[config.mk]
export PLATFORM = sky130hd
export DESIGN_NAME = arc4_phase_controller_flat
export DESIGN_NICKNAME = d
export VERILOG_FILES = /design/src/rtl/arc4_phase_controller_pkg.sv /design/src/rtl/arc4_phase_controller_if.sv /design/src/rtl/arc4_phase_controller_s_mem_mux.sv /design/src/rtl/arc4_phase_controller.sv /design/src/flat_wrapper.sv
export SDC_FILE = /design/constraint.sdc
export NUM_CORES = 1
export LEC_CHECK = 0
export CAP_MARGIN = 20
export CORE_ASPECT_RATIO = 1.4
export CORE_MARGIN = 5
export CORE_UTILIZATION = 40
export CTS_CLUSTER_SIZE = 10
export DETAILED_ROUTE_END_ITERATION = 6
export GPL_TIMING_DRIVEN = 0
export PLACE_DENSITY = 0.7
export SLEW_MARGIN = 0
export SYNTH_ARGS = -nofsm -noshare
export SYNTH_HDL_FRONTEND = slang
export SYNTH_SLANG_ARGS = --single-unit
[constraint.sdc]
create_clock -name clk -period 4.2 [get_ports clk]
set_input_delay 0.42 -clock clk [delete_from_list [all_inputs] [get_ports clk]]
set_output_delay 0.42 -clock clk [all_outputs]
set_load 0.05 [all_outputs]
[src/rtl/arc4_phase_controller_pkg.sv]
// Shared types and defaults for the ARC4 phase controller slice.
package arc4_pkg;

  localparam int DEF_KEY_W = 24;
  localparam int DEF_AW    = 8;
  localparam int DEF_DW    = 8;

  localparam int ENG_INIT = 0;
  localparam int ENG_KSA  = 1;
  localparam int ENG_PRGA = 2;

  typedef enum logic [3:0] {
    IDLE,
    LOAD,
    CLR,
    RUN_INIT,
    RUN_KSA,
    RUN_PRGA,
    NEXT,
    FOUND,
    FAIL,
    TOERR
  } phase_t;

  // Engine that owns s_mem in a given phase; 2'd3 means nobody does.
  function automatic logic [1:0] owner_of(input phase_t p);
    case (p)
      RUN_INIT: owner_of = 2'(ENG_INIT);
      RUN_KSA:  owner_of = 2'(ENG_KSA);
      RUN_PRGA: owner_of = 2'(ENG_PRGA);
      default:  owner_of = 2'd3;
    endcase
  endfunction

endpackage

[src/rtl/arc4_phase_controller_if.sv]
// Control and memory-request bundle between the phase controller and its three engines.
interface arc4_phase_controller_if
  import arc4_pkg::*;
#(
  parameter int AW = DEF_AW,
  parameter int DW = DEF_DW
);

  logic [2:0]      eng_reset;
  logic [2:0]      eng_start;
  logic [2:0]      eng_done;
  logic            prga_ok;
  logic [3*AW-1:0] eng_addr;
  logic [3*DW-1:0] eng_wdata;
  logic [2:0]      eng_wren;

  modport master (
    output eng_reset, eng_start,
    input  eng_done, prga_ok, eng_addr, eng_wdata, eng_wren
  );

  modport slave (
    input  eng_reset, eng_start,
    output eng_done, prga_ok, eng_addr, eng_wdata, eng_wren
  );

endinterface

[src/rtl/arc4_phase_controller_s_mem_mux.sv]
// Routes the owning engine's request to the single-port S memory; owner 3 drives zeros.
module s_mem_mux #(
  parameter int AW = 8,
  parameter int DW = 8
) (
  input  logic [1:0]      owner,
  input  logic [3*AW-1:0] eng_addr,
  input  logic [3*DW-1:0] eng_wdata,
  input  logic [2:0]      eng_wren,
  output logic [AW-1:0]   s_addr,
  output logic [DW-1:0]   s_wdata,
  output logic            s_wren
);

  always_comb begin
    s_addr  = '0;
    s_wdata = '0;
    s_wren  = 1'b0;
    if (owner != 2'd3) begin
      s_addr  = eng_addr[int'(owner)*AW +: AW];
      s_wdata = eng_wdata[int'(owner)*DW +: DW];
      s_wren  = eng_wren[owner];
    end
  end

endmodule

[src/rtl/arc4_phase_controller.sv]
// Sequences init/KSA/PRGA engines per candidate key and brute-forces the key range.
module arc4_phase_controller
  import arc4_pkg::*;
#(
  parameter int KEY_W    = DEF_KEY_W,
  parameter int AW       = DEF_AW,
  parameter int DW       = DEF_DW,
  parameter int KEY_STEP = 1,
  parameter int TIMEOUT  = 4095
) (
  input  logic                   clk,
  input  logic                   reset,
  input  logic                   start,
  input  logic [KEY_W-1:0]       key_first,
  input  logic [KEY_W-1:0]       key_last,
  output logic [KEY_W-1:0]       secret_key,
  arc4_phase_controller_if.master eng,
  output logic [AW-1:0]          s_addr,
  output logic [DW-1:0]          s_wdata,
  output logic                   s_wren,
  output logic                   busy,
  output logic                   found,
  output logic                   exhausted,
  output logic                   timeout_err
);

  localparam int WD_W = $clog2(TIMEOUT + 1);
  localparam logic [WD_W-1:0]  WD_LAST = WD_W'(TIMEOUT - 1);
  localparam logic [KEY_W-1:0] STEP    = KEY_W'(KEY_STEP);

  phase_t          state, next_state;
  logic [WD_W-1:0] wdog;
  logic [1:0]      owner;
  logic            first_cycle;
  logic            owner_done;
  logic            last_key;

  assign owner       = owner_of(state);
  assign first_cycle = (wdog == '0);
  assign owner_done  = |(eng.eng_done & (3'b001 << owner));
  assign last_key    = (secret_key >= key_last) || ((key_last - secret_key) < STEP);

  // Next-state and strobe decode; outputs depend on state only, so reset clears them at once.
  always_comb begin
    next_state    = state;
    eng.eng_reset = 3'b000;
    eng.eng_start = 3'b000;
    busy          = 1'b0;
    case (state)
      IDLE: if (start) next_state = LOAD;
      LOAD: begin
        busy       = 1'b1;
        next_state = (key_first > key_last) ? FAIL : CLR;
      end
      CLR: begin
        busy          = 1'b1;
        eng.eng_reset = 3'b111;
        next_state    = RUN_INIT;
      end
      RUN_INIT, RUN_KSA, RUN_PRGA: begin
        busy = 1'b1;
        if (first_cycle) begin
          eng.eng_start = 3'(3'b001 << owner);
        end else if (owner_done) begin
          case (state)
            RUN_INIT: next_state = RUN_KSA;
            RUN_KSA:  next_state = RUN_PRGA;
            default:  next_state = eng.prga_ok ? FOUND : NEXT;
          endcase
        end else if (wdog == WD_LAST) begin
          next_state = TOERR;
        end
      end
      NEXT: begin
        busy       = 1'b1;
        next_state = last_key ? FAIL : CLR;
      end
      FOUND, FAIL, TOERR: if (!start) next_state = IDLE;
      default: next_state = IDLE;
    endcase
  end

  // Watchdog restarts on every phase change, so it reads zero in the first cycle of each RUN phase.
  always_ff @(posedge clk or posedge reset) begin
    if (reset) begin
      state       <= IDLE;
      wdog        <= '0;
      secret_key  <= '0;
      found       <= 1'b0;
      exhausted   <= 1'b0;
      timeout_err <= 1'b0;
    end else begin
      state <= next_state;
      if (next_state != state)
        wdog <= '0;
      else if (owner != 2'd3)
        wdog <= wdog + 1'b1;

      if (state == IDLE && start) begin
        found       <= 1'b0;
        exhausted   <= 1'b0;
        timeout_err <= 1'b0;
      end
      if (state == LOAD)
        secret_key <= key_first;
      if (state == NEXT && !last_key)
        secret_key <= secret_key + STEP;

      if (next_state == FOUND && state != FOUND) found       <= 1'b1;
      if (next_state == FAIL  && state != FAIL)  exhausted   <= 1'b1;
      if (next_state == TOERR && state != TOERR) timeout_err <= 1'b1;
    end
  end

  s_mem_mux #(.AW(AW), .DW(DW)) u_mux (
    .owner     (owner),
    .eng_addr  (eng.eng_addr),
    .eng_wdata (eng.eng_wdata),
    .eng_wren  (eng.eng_wren),
    .s_addr    (s_addr),
    .s_wdata   (s_wdata),
    .s_wren    (s_wren)
  );

endmodule

[src/flat_wrapper.sv]
// flat-port wrapper written by rule: the top's interface ports become plain ports
module arc4_phase_controller_flat import arc4_pkg::*;
#(
  parameter int KEY_W    = DEF_KEY_W,
  parameter int AW       = DEF_AW,
  parameter int DW       = DEF_DW,
  parameter int KEY_STEP = 1,
  parameter int TIMEOUT  = 4095
)
  (clk, reset, start, key_first, key_last, secret_key, s_addr, s_wdata, s_wren, busy, found, exhausted, timeout_err, eng_eng_reset, eng_eng_start, eng_eng_done, eng_prga_ok, eng_eng_addr, eng_eng_wdata, eng_eng_wren);
  arc4_phase_controller_if #(.AW(AW), .DW(DW)) eng_i ();
  input  logic clk;
  input  logic reset;
  input  logic start;
  input  logic [KEY_W-1:0] key_first;
  input  logic [KEY_W-1:0] key_last;
  output logic [KEY_W-1:0] secret_key;
  output logic [AW-1:0] s_addr;
  output logic [DW-1:0] s_wdata;
  output logic s_wren;
  output logic busy;
  output logic found;
  output logic exhausted;
  output logic timeout_err;
  output wire logic [$bits(eng_i.eng_reset)-1:0] eng_eng_reset;
  output wire logic [$bits(eng_i.eng_start)-1:0] eng_eng_start;
  input wire logic [$bits(eng_i.eng_done)-1:0] eng_eng_done;
  input wire logic [$bits(eng_i.prga_ok)-1:0] eng_prga_ok;
  input wire logic [$bits(eng_i.eng_addr)-1:0] eng_eng_addr;
  input wire logic [$bits(eng_i.eng_wdata)-1:0] eng_eng_wdata;
  input wire logic [$bits(eng_i.eng_wren)-1:0] eng_eng_wren;
  assign eng_eng_reset = eng_i.eng_reset;
  assign eng_eng_start = eng_i.eng_start;
  assign eng_i.eng_done = eng_eng_done;
  assign eng_i.prga_ok = eng_prga_ok;
  assign eng_i.eng_addr = eng_eng_addr;
  assign eng_i.eng_wdata = eng_eng_wdata;
  assign eng_i.eng_wren = eng_eng_wren;
  arc4_phase_controller #(.KEY_W(KEY_W), .AW(AW), .DW(DW), .KEY_STEP(KEY_STEP), .TIMEOUT(TIMEOUT)) u_core (.clk(clk), .reset(reset), .start(start), .key_first(key_first), .key_last(key_last), .secret_key(secret_key), .eng(eng_i), .s_addr(s_addr), .s_wdata(s_wdata), .s_wren(s_wren), .busy(busy), .found(found), .exhausted(exhausted), .timeout_err(timeout_err));
endmodule
==> results.md <==
- Largest cells by area after synthesis: dfrtp_1 21%, ha_1 13%, nand2_1 5.8%
- Flop pwr share: 16.1%
- Clk pwr share: 9.9%
- Slew margin rel.: 33.00%
- Most frequent cells after synthesis: 78 x nand2_1, 62 x inv_1, 56 x nor2_1
- Switching share of power: 55.47%
- Endpoints failing setup: 0
- WL final: 18360 µm
- Core Area: 12370 µm²
- # diodes: 0
- CP required: 4.34 ns
- Yosys warnings: 0
- CP Capture Type: flop
- Pre-Repair DR Iteration Count: 5
- Combinational share of power: 74.0%
- Area grow syn2layout: 38.93%
- Fin crit share: 94.94%
- First DRT Iteration DRCs: 444
- Most frequent cell after synthesis: nand2_1
- Cell accounting for the most synthesized area: dfrtp_1
- I/O pin count: 157
- Post-synthesis sequential area ratio: 21.31%
- DRC viols: 0
- Switch Pwr: 2539 µW
- Critical Path Sink: u_core.secret_key[7]$_DFFE_PP0P_
- Arr. time, crit path: 4.13 ns
- Flops & latches, synth: 43
- Post-route antenna net violation count: 0
- Worst setup startpoint: key_last[7]
- Lkg Pwr: 0.003061 µW
- Buffer depth of the longest clock path: 2
- PD cells: 652.4 nW/µm²
- CTS buffer count: 5
- Hold_buf cts: 0
- Max-cap viol count: 0
- Fin. max-slew vios: 0
- Reg2reg path depth: 15
- Vias per cell: 5.864
- Worst R2R Setup Slack: 0.26 ns
- Dominant synthesized flop cell: dfrtp_1
- RD Place Congestion: 0.9837
- Setup Crit Path Kind: input port to flop
- Peak supply drop: 0.2967 mV
- Clk slew on worst S/H paths: 0.07 ns
- Die H: 142.9 µm
- Hold_ws: 0.2910 ns
- Synthesized instance count: 677
- Filler Cell Count: 1148
- CP Max Fanout: 10
- Fraction of layout cells with a size suffix above 1: 5.569%
- Fraction of registers with async set or reset after synthesis: 100.0%
- Hpwl dp: 15290 µm
- F_max: 250.8 MHz
- Final hold violation count: 0
- Latest clock arrival within the worst-skew pair: 0.29 ns
- Netlist cell types: 63
- GRT overflow: 0
- Initial core utilization: 40.81%
- Crit path time final: 3.988 ns
- Setup Skew: 0.006207 ns
- Hold Crit Class: input port to asynchronous set/reset pin
- Via count: 5829
- Net count reported at finish: 1001
- Antenna violations before repair: 0
- Synth top area share: 21.31%
- Row cnt: 48
- Pre-CTS setup slack: -0.3917 ns
- Status: complete, no violations
- Die area: 15000 µm²
- DIE WIDTH: 105.0 µm
- CTS tree: built
- Root Driver: clkbuf_16
- Post-synth EDFFs: 0
- Vias in the first global route: 5855
- Global-route wire length before repair: 29290 µm
- Avg Cell Area, Syn: 7.457 µm²
- # H-tree levels: 2
- Largest net degree at the start of global routing: 43
- Synth Cell Area: 5049 µm²
- Reg2reg end: u_core.secret_key[7]$_DFFE_PP0P_
- Slack of the critical path: 0.2123 ns
- Syn_nets: 835
- Startpoint types: input port
- Reg-to-Reg Start: u_core.secret_key[2]$_DFFE_PP0P_
- WL/cell: 18.47 µm
- Total GRT Usage: 23.71%
- Cell Int Power: 2038 µW
- Setup TNS: 0 ns
- TritonCTS sink count: 43
- Least-Margin Pin Slew: 0.9974 ns
- Number of port buffers: 156
==> kinds of logic (layout without fill, tap and decap cells) <==
family | Yosys count | in the layout | synth area share, %
flops | 43 | 43 | 21.31
compound gates | 175 | 175 | 23.62
simple gates | 267 | 267 | 25.75
fa+ha+maj | 52 | 52 | 12.89
xor+xnor | 24 | 24 | 4.164
mux | 20 | 20 | 4.089
buf+inv | 96 | 263 | 8.178
==> worst min path at each step <==
stage	from	end	slack, ns	cells past startpoint
4_1_cts	reset	u_core.secret_key[1]$_DFFE_PP0P_	0.29	2
6_report	reset	u_core.secret_key[1]$_DFFE_PP0P_	0.29	2
3_3_place_gp	u_core.timeout_err$_DFFE_PP0P_	u_core.timeout_err$_DFFE_PP0P_	0.48	1
2_1_floorplan	u_core.wdog[7]$_DFFE_PP0P_	u_core.wdog[7]$_DFFE_PP0P_	0.52	2
5_1_grt	reset	u_core.secret_key[1]$_DFFE_PP0P_	0.30	2
3_5_place_dp	u_core.timeout_err$_DFFE_PP0P_	u_core.timeout_err$_DFFE_PP0P_	0.48	1
==> power groups by stage <==
stage                     Clock, µW  Sequential [µW]  Combinational, µW
after floorplan                   0             1090               1940
after global placement            0              735               3290
after detailed placement          0              736               3340
after CTS                       458              732               3360
after global routing            469              761               3650
final                           451              737               3390
==> flip-flops by register name, indices dropped and copies added, names as in the netlist <==
register,flops
u_core.found,1
u_core.timeout_err,1
u_core.exhausted,1
u_core.secret_key,24
u_core.wdog,12
u_core.state,4
==> cells in the final DEF, fill, tap and decap left out, types with 7 or more instances in the layout <==
master	count
clkbuf_1	17
nand3_1	28
a211oi_1	8
and2_1	7
xnor2_1	12
nor4_1	10
nand2b_1	8
and3_1	11
clkdlybuf4s50_1	156
mux2i_1	15
a22oi_1	20
a21oi_1	38
nand4_1	24
a21o_1	9
nor2b_1	9
o21ai_1	7
xor2_1	12
inv_1	61
o21ai_0	30
buf_2	9
nor2_1	55
nor3_1	21
nand2_1	78
a31oi_1	10
dfrtp_1	43
ha_1	52
==> layout make-up <==
class	count	area, µm²	area share [%]
multi-input combinational	538	3572	50.93
timing repair buffer	159	1597	22.76
sequential	43	1076	15.34
inverter	62	232.7	3.318
tap	150	187.7	2.676
buffer	34	180.2	2.569
clock buffer	5	125.1	1.784
clock inverter	3	43.79	0.6243
==> per-stage QoR <==
stage | cells | instance area (µm²) | utilization (%) | power [µW]
floorplan | 677 | 5049 | - | 3031
global placement | 983 | 6798 | 54.95 | 4028
detailed placement | 984 | 6818 | 55.11 | 4081
CTS | 992 | 6992 | 56.51 | 4554
global route | 994 | 7014 | 56.69 | 4885
finish | 994 | 7014 | 56.69 | 4576
==> layer usage <==
metal | up-vias | wire [µm] | part of all wire (%) | GRT usage (%)
li1 | 2784 | - | - | -
met1 | 2709 | 6894 | 38 | 25.69
met2 | 297 | 9790 | 53 | 46.15
met3 | 39 | 1119 | 6.1 | 3.528
met4 | 0 | 556 | 3.0 | 8.350
met5 | - | 0 | 0 | 0
==> worst max-delay path, stage by stage <==
cell             delay [ns]
clkdlybuf4s50_1        0.44
ha_1                   0.29
buf_2                  0.17
a21oi_2                0.20
o21a_1                 0.14
o2111ai_1              0.11
or4b_1                 0.57
nor4_2                 0.15
nand4_1                0.22
a2111oi_2              0.25
nand4_1                0.12
buf_4                  0.18
and2_1                 0.16
buf_6                  0.13
buf_4                  0.19
a311oi_1               0.29
a211oi_1               0.08
==> what timing repair did <==
| item | CTS | global route |
|---|---|---|
| endpoints found under the setup margin | 18 | 26 |
| pin swaps | 1 | 3 |
| endpoints found under the hold margin | 0 | 0 |
| gates resized for setup | 2 | 3 |
| setup buffers | 0 | 2 |
No activity file was read; power rests on OpenSTA's default activity.
